===== src/rtl/mac_operand_sequencer_pkg.sv =====
// Shared types and widths for the MAC operand sequencer and its pair buffer.
package mac_operand_sequencer_pkg;

    localparam int OP_W   = 8;
    localparam int ACC_W  = 16;
    localparam int PAIR_W = 2 * OP_W;

    localparam logic [ACC_W-1:0] SAT_MAX = 16'hFFFF;

    typedef enum logic [2:0] {
        ST_IDLE   = 3'd0,
        ST_LOAD   = 3'd1,
        ST_CLEAR  = 3'd2,
        ST_STREAM = 3'd3,
        ST_DRAIN  = 3'd4,
        ST_DONE   = 3'd5
    } seq_state_t;

endpackage


===== src/rtl/mac_pair_buffer.sv =====
// DEPTH x 16-bit operand-pair register file: one write port, one asynchronous read port.
module mac_pair_buffer
    import mac_operand_sequencer_pkg::*;
#(
    parameter int DEPTH = 16,
    parameter int AW    = (DEPTH > 1) ? $clog2(DEPTH) : 1
) (
    input  logic              clock,
    input  logic              wr_en,
    input  logic [AW-1:0]     wr_addr,
    input  logic [PAIR_W-1:0] wr_data,
    input  logic [AW-1:0]     rd_addr,
    output logic [PAIR_W-1:0] rd_data
);

    logic [PAIR_W-1:0] mem_q [DEPTH];

    // Storage is intentionally not reset; every entry read is written first in LOAD.
    always_ff @(posedge clock) begin
        if (wr_en) begin
            mem_q[wr_addr] <= wr_data;
        end
    end

    assign rd_data = mem_q[rd_addr];

endmodule


===== src/rtl/mac_operand_sequencer.sv =====
// Buffers a vector of operand pairs, then streams them into an external MAC and captures the result.
// Optional feature: define MAC_SEQ_SAT_FLAG_EN to add the sat_flag output.
module mac_operand_sequencer
    import mac_operand_sequencer_pkg::*;
#(
    parameter int DEPTH        = 16,
    parameter int DRAIN_CYCLES = 3
) (
    input  logic             clock,
    input  logic             reset_p,
    input  logic             start,
    input  logic [4:0]       vec_len,
    input  logic             in_valid,
    output logic             in_ready,
    input  logic [OP_W-1:0]  in_a,
    input  logic [OP_W-1:0]  in_b,
    output logic [OP_W-1:0]  mac_a,
    output logic [OP_W-1:0]  mac_b,
    output logic             mac_clr,
    input  logic [ACC_W-1:0] mac_s,
    output logic [ACC_W-1:0] result,
    output logic             done,
`ifdef MAC_SEQ_SAT_FLAG_EN
    output logic             sat_flag,
`endif
    output logic             busy
);

    localparam int AW    = (DEPTH > 1) ? $clog2(DEPTH) : 1;
    localparam int CNT_W = $clog2(DEPTH + 1);
    localparam int DW    = (DRAIN_CYCLES < 2) ? 1 : $clog2(DRAIN_CYCLES);

    seq_state_t        state_q, state_d;
    logic [CNT_W-1:0]  len_q, len_d;
    logic [CNT_W-1:0]  wr_cnt_q, wr_cnt_d;
    logic [CNT_W-1:0]  rd_cnt_q, rd_cnt_d;
    logic [DW-1:0]     drain_q, drain_d;
    logic [ACC_W-1:0]  result_q, result_d;
    logic [OP_W-1:0]   mac_a_q, mac_a_d;
    logic [OP_W-1:0]   mac_b_q, mac_b_d;
    logic              mac_clr_q, mac_clr_d;
    logic              done_q, done_d;
    logic              busy_q, busy_d;
    logic              in_ready_q, in_ready_d;
`ifdef MAC_SEQ_SAT_FLAG_EN
    logic              sat_flag_q, sat_flag_d;
`endif

    logic              xfer_s;
    logic              buf_we_s;
    logic [AW-1:0]     buf_wr_addr_s;
    logic [AW-1:0]     buf_rd_addr_s;
    logic [PAIR_W-1:0] buf_wr_data_s;
    logic [PAIR_W-1:0] buf_rd_data_s;

    assign xfer_s        = in_valid && in_ready_q;
    assign buf_wr_addr_s = AW'(wr_cnt_q);
    assign buf_wr_data_s = {in_a, in_b};

    mac_pair_buffer #(
        .DEPTH (DEPTH),
        .AW    (AW)
    ) u_buffer (
        .clock   (clock),
        .wr_en   (buf_we_s),
        .wr_addr (buf_wr_addr_s),
        .wr_data (buf_wr_data_s),
        .rd_addr (buf_rd_addr_s),
        .rd_data (buf_rd_data_s)
    );

    // Next-state, counters and result capture.
    always_comb begin
        state_d  = state_q;
        len_d    = len_q;
        wr_cnt_d = wr_cnt_q;
        rd_cnt_d = rd_cnt_q;
        drain_d  = drain_q;
        result_d = result_q;
`ifdef MAC_SEQ_SAT_FLAG_EN
        sat_flag_d = sat_flag_q;
`endif
        buf_we_s = 1'b0;

        case (state_q)
            ST_IDLE: begin
                if (start) begin
                    if (vec_len == 5'd0) begin
                        len_d    = {CNT_W{1'b0}};
                        result_d = {ACC_W{1'b0}};
`ifdef MAC_SEQ_SAT_FLAG_EN
                        sat_flag_d = 1'b0;
`endif
                        state_d  = ST_DONE;
                    end else begin
                        len_d    = (32'(vec_len) > DEPTH) ? CNT_W'(DEPTH) : CNT_W'(vec_len);
                        wr_cnt_d = {CNT_W{1'b0}};
                        state_d  = ST_LOAD;
                    end
                end else begin
                    state_d = ST_IDLE;
                end
            end
            ST_LOAD: begin
                if (xfer_s) begin
                    buf_we_s = 1'b1;
                    wr_cnt_d = wr_cnt_q + CNT_W'(1);
                    if (wr_cnt_q == len_q - CNT_W'(1)) begin
                        state_d = ST_CLEAR;
                    end else begin
                        state_d = ST_LOAD;
                    end
                end else begin
                    state_d = ST_LOAD;
                end
            end
            ST_CLEAR: begin
                rd_cnt_d = {CNT_W{1'b0}};
                state_d  = ST_STREAM;
            end
            ST_STREAM: begin
                if (rd_cnt_q == len_q - CNT_W'(1)) begin
                    drain_d = {DW{1'b0}};
                    if (DRAIN_CYCLES == 0) begin
                        result_d = mac_s;
`ifdef MAC_SEQ_SAT_FLAG_EN
                        sat_flag_d = (mac_s == SAT_MAX);
`endif
                        state_d  = ST_DONE;
                    end else begin
                        state_d = ST_DRAIN;
                    end
                end else begin
                    rd_cnt_d = rd_cnt_q + CNT_W'(1);
                end
            end
            ST_DRAIN: begin
                if (drain_q == DW'(DRAIN_CYCLES - 1)) begin
                    result_d = mac_s;
`ifdef MAC_SEQ_SAT_FLAG_EN
                    sat_flag_d = (mac_s == SAT_MAX);
`endif
                    state_d  = ST_DONE;
                end else begin
                    drain_d = drain_q + DW'(1);
                end
            end
            ST_DONE: begin
                state_d = ST_IDLE;
            end
            default: begin
                state_d = ST_IDLE;
            end
        endcase

        buf_rd_addr_s = AW'(rd_cnt_d);
    end

    // Outputs are decoded from the next state so the registered copies line up with state_q.
    always_comb begin
        mac_clr_d  = (state_d == ST_CLEAR);
        done_d     = (state_d == ST_DONE);
        busy_d     = (state_d != ST_IDLE);
        in_ready_d = (state_d == ST_LOAD);
        if (state_d == ST_STREAM) begin
            mac_a_d = buf_rd_data_s[PAIR_W-1:OP_W];
            mac_b_d = buf_rd_data_s[OP_W-1:0];
        end else begin
            mac_a_d = {OP_W{1'b0}};
            mac_b_d = {OP_W{1'b0}};
        end
    end

    // State and output registers with synchronous reset.
    always_ff @(posedge clock) begin
        if (reset_p) begin
            state_q    <= ST_IDLE;
            len_q      <= {CNT_W{1'b0}};
            wr_cnt_q   <= {CNT_W{1'b0}};
            rd_cnt_q   <= {CNT_W{1'b0}};
            drain_q    <= {DW{1'b0}};
            result_q   <= {ACC_W{1'b0}};
            mac_a_q    <= {OP_W{1'b0}};
            mac_b_q    <= {OP_W{1'b0}};
            mac_clr_q  <= 1'b0;
            done_q     <= 1'b0;
            busy_q     <= 1'b0;
            in_ready_q <= 1'b0;
`ifdef MAC_SEQ_SAT_FLAG_EN
            sat_flag_q <= 1'b0;
`endif
        end else begin
            state_q    <= state_d;
            len_q      <= len_d;
            wr_cnt_q   <= wr_cnt_d;
            rd_cnt_q   <= rd_cnt_d;
            drain_q    <= drain_d;
            result_q   <= result_d;
            mac_a_q    <= mac_a_d;
            mac_b_q    <= mac_b_d;
            mac_clr_q  <= mac_clr_d;
            done_q     <= done_d;
            busy_q     <= busy_d;
            in_ready_q <= in_ready_d;
`ifdef MAC_SEQ_SAT_FLAG_EN
            sat_flag_q <= sat_flag_d;
`endif
        end
    end

    assign in_ready = in_ready_q;
    assign mac_a    = mac_a_q;
    assign mac_b    = mac_b_q;
    assign mac_clr  = mac_clr_q;
    assign result   = result_q;
    assign done     = done_q;
    assign busy     = busy_q;
`ifdef MAC_SEQ_SAT_FLAG_EN
    assign sat_flag = sat_flag_q;
`endif

endmodule

===== config.mk =====
export PLATFORM = sky130hd
export DESIGN_NAME = mac_operand_sequencer
export DESIGN_NICKNAME = d
export VERILOG_FILES = /design/src/rtl/mac_operand_sequencer_pkg.sv /design/src/rtl/mac_pair_buffer.sv /design/src/rtl/mac_operand_sequencer.sv
export SDC_FILE = /design/constraint.sdc
export NUM_CORES = 1
export LEC_CHECK = 0
export CAP_MARGIN = 20
export CORE_MARGIN = 5
export CORE_UTILIZATION = 45
export DETAILED_ROUTE_END_ITERATION = 10
export HOLD_SLACK_MARGIN = 0.05
export PLACE_DENSITY = 0.66
export SYNTH_ARGS = -nofsm -noshare
export SYNTH_HDL_FRONTEND = slang
export SYNTH_SLANG_ARGS = --single-unit

===== constraint.sdc =====
create_clock -name clock -period 2.7 [get_ports clock]
set_clock_uncertainty 0.05 [all_clocks]
set_input_delay 0.27 -clock clock [delete_from_list [all_inputs] [get_ports clock]]
set_output_delay 0.27 -clock clock [all_outputs]
set_load 0.1 [all_outputs]

==> qor.txt <==
outcome = finished, violations left
failing checks = negative setup slack
peak supply drop = 0.3863 mV
detailed-routing iteration count for the pre-antenna-repair pass = 5
leakage power = 5.921 nW
die height = 177.8 um
post-placement cell count = 1,382
Synth Area in Compound Gates = 0.1029
Die Width = 177.8 um
global-route congestion overflow total = 0
unrepaired setup endpoints after global routing = true
starting density of the core = 0.4563
nets = 1,119
wire length after detailed routing = 32,250 um
dominant synthesized flop cell = edfxtp_1
Yosys warnings = 0
antenna diode instance count = 0
count of distinct cell types in the synthesized netlist = 56
clock latency of the later-clocked register in the worst-skew pair = 0.51 ns
total CTS buffers = 34
pin slew with the least headroom to its limit = 0.7146 ns
origin of the worst setup path = len_q[0]
part of the cycle the worst path needs = 1.117
post-layout instance count excluding filler cells = 1,474
netlist area before placement = 12,680 um2
Die ar. = 31,630 um2
Crit Reg-Reg Startpoint = len_q[0]
Multi-input gate area = 4180 um2
hold_buf cts = 0
Sinks on Clock Net = 312
Setup crit end kind = flop
number of buffers inserted by port buffering = 76
TritonCTS clock tree = built
Data required, critical path = 3.04 ns
adder-cell share of the synthesized area = 0.006909
number of hold violations in the final report = 0
Power, Total = 0.01008 W
post-layout util = 0.5984
critical path, cell by cell = inv_4, ha_4, nor3b_4, xnor2_2, or4_4, o21ai_4, or2_4, buf_12, buf_16, buf_12, buf_8, mux2_4, a22oi_2, nand3_1
setup violators final = 16
max-cap check violation count = 0
via count = 8,245
initial detailed-routing violation count = 585
sequential element share of the synthesized area = 0.6948
PD cells = 606.5 nW/um2
max-slew violation count = 0
family of cells with the greatest summed delay on the critical path = simple AND/OR/NAND/NOR gates
Core Rows = 61
total number of H-tree levels = 2
Setup Total Neg Slack = -3.792 ns
slowest library cell on the worst path = or4_4
maximum number of pins on one net before global-route repair = 42
wire length of the first global-routing pass = 48,290 um
I/O pin cnt = 77
detailed-route vias per instance = 5.594
placeable core area = 27,780 um2
worst hold-check path type = primary input to flop
area added between synthesis and finish = 31.14%
slowest stage delay, CP = 0.55 ns
final setup margin = -0.3163 ns
count of state elements after synthesis = 312
detailed-route wire length per cell = 21.88 um
storage element area = 8816 um2
root cell of the clock tree = clkbuf_16
ys async rst share = 0
remaining antenna violation count = 0
largest family of logic cells by synthesized area = compound AO/OA/AOI/OAI gates
capture point of the worst path = mac_a[6]
clock period minus worst slack = 3.016 ns
EDFF count, synth = 256
Crit. path cell count = 14
number of antenna violations at the first check in global routing = 0
endpoint arrival time on the critical path = 3.36 ns
XOR/XNOR Fraction of Synth Area = 0.01421
synthesized netlist net count = 928
via count of the first global-routing pass = 8,396
Setup CP Type = flop to flop
flop-to-flop setup slack = -0.32 ns
number of cells produced by synthesis = 880
share of final-layout standard cells stronger than drive strength 1 = 0.3239
largest fanout on the critical path = 6
startpoint of the lowest-slack hold path = mac_s[5]
fraction of synthesized area in multiplexers = 0.08360
Reg clk slew, reported paths = 0.06 ns
endpoint of the worst-slack reg-to-reg timing path = mac_a[6]
post-synthesis share of cell area spent on and, or, nand and nor gates = 0.07610
DRC viols = 0
nature of the critical path startpoint = flop
r2r worst-path depth = 14
aggregate global-route resource usage = 0.2011
Final Wtd Congestion = 0.8119
fill cell total of the finished layout = 2,138
cell type with the highest occurrence count on the critical path = buf_12
FMAX = 331.5 MHz
worst relative slew slack = 0.5229
maximum clock path buffer count = 3
average cell area after synthesis = 14.41 um2
DP Wirelength = 19,300 um
buffers plus inverters on the worst setup path = 5
power by group:
part	internal (W)	total, W	switching, W
Combinational	0.000147	0.000338	0.000191
Sequential	0.00521	0.00522	0.00000841
Clock	0.00269	0.00452	0.00183
Total	0.00805	0.0101	0.00203
cells in the final DEF, fill, tap and decap left out, drive strengths merged, types with 16 or more instances in the layout:
cell	count
a22oi	47
a21oi	49
nand3	43
o21ai	20
nor2	34
a221oi	16
o211ai	16
mux2	63
clkbuf	47
nand2	76
mux2i	35
dfxtp	56
buf	162
clkdlybuf4s50	40
edfxtp	256
registers in the layout (all words and copies together) (netlist names):
register        count
state_q             3
len_q               5
wr_cnt_q            5
mac_clr             1
mac_a               8
mac_b               8
done                1
u_buffer.mem_q    256
rd_cnt_q            5
in_ready            1
busy                1
result             16
drain_q             2
Yosys cell counts, drive strengths merged, types with 3 or more instances:
master  count  area share
mux2i      35       0.028
edfxtp    256        0.61
a211oi      4      0.0028
clkbuf     30      0.0089
a22oi      47       0.028
a221o      15       0.012
or3         5      0.0025
o211ai     16      0.0095
nand2b      6      0.0030
inv         8      0.0024
nor3b       7      0.0045
mux2       63       0.056
and2        4      0.0020
a221oi     16       0.011
nand3      43       0.017
buf        18       0.010
o21ai      20      0.0082
nor3       15      0.0063
xnor2      10      0.0069
xor2        8      0.0055
a21oi      49       0.019
dfxtp      56       0.088
nand2      76       0.023
nor2       34       0.010
or4         3      0.0018
nor4        3      0.0020
ha          7      0.0069
nand4       3      0.0015
metal layers:
layer | share of wire | wire, um | track usage
met5 | 0 | 0 | 0
met3 | 0.066 | 2116 | 0.03600
met2 | 0.48 | 15550 | 0.3320
met1 | 0.43 | 13870 | 0.2741
met4 | 0.022 | 711 | 0.05994
worst min path at each step:
stage	end	slack, ns	cells past startpoint
after floorplan	state_q[0]	0.30	1
after global placement	result[2]	0.39	2
after detailed placement	result[3]	0.39	2
after CTS	result[4]	0.26	3
after global routing	result[15]	0.28	3
final	result[5]	0.27	3
layout make-up:
| type | count | share of cell area |
|---|---|---|
| Clock buffer | 46 | 0.05509 |
| Clock inverter | 15 | 0.01061 |
| Inverter | 8 | 0.001957 |
| Multi-Input combinational cell | 512 | 0.2514 |
| Sequential cell | 312 | 0.5303 |
| Tap cell | 378 | 0.02845 |
| Timing Repair Buffer | 203 | 0.1221 |
worst reg2reg max path, cell delays in order, from the launching register on:
cell and delay [ns]:
dfxtp_4 0.35, inv_4 0.05, ha_4 0.15, nor3b_4 0.24
xnor2_2 0.12, or4_4 0.55, o21ai_4 0.15, or2_4 0.17
buf_12 0.12, buf_16 0.10, buf_12 0.13, buf_8 0.14
mux2_4 0.31, a22oi_2 0.17, nand3_1 0.10
through the flow:
stage | setup slack (ns) | hold WS, ns | cell area (um2)
finish | -0.3163 | 0.2675 | 16620
global route | -0.4192 | 0.2799 | 16620
CTS | -0.2236 | 0.2560 | 16410
detailed placement | -0.3655 | 0.3949 | 14670
global placement | -0.3575 | 0.3882 | 14660
floorplan | -0.1388 | 0.3000 | 12820
cells by family after synthesis:
family	Yosys count
mux	98
buf+inv	56
flops	312
fa+ha+maj	7
simple gates	205
compound gates	183
xor+xnor	19
repair_timing:
| item | CTS | global route |
|---|---|---|
| endpoints found under the setup margin | 16 | 17 |
| setup buffers | 17 | 12 |
| pin swaps | 32 | 32 |
| gates cloned | 6 | 1 |
| gates resized for setup | 74 | 34 |
No activity file was read; power rests on OpenSTA's default activity.
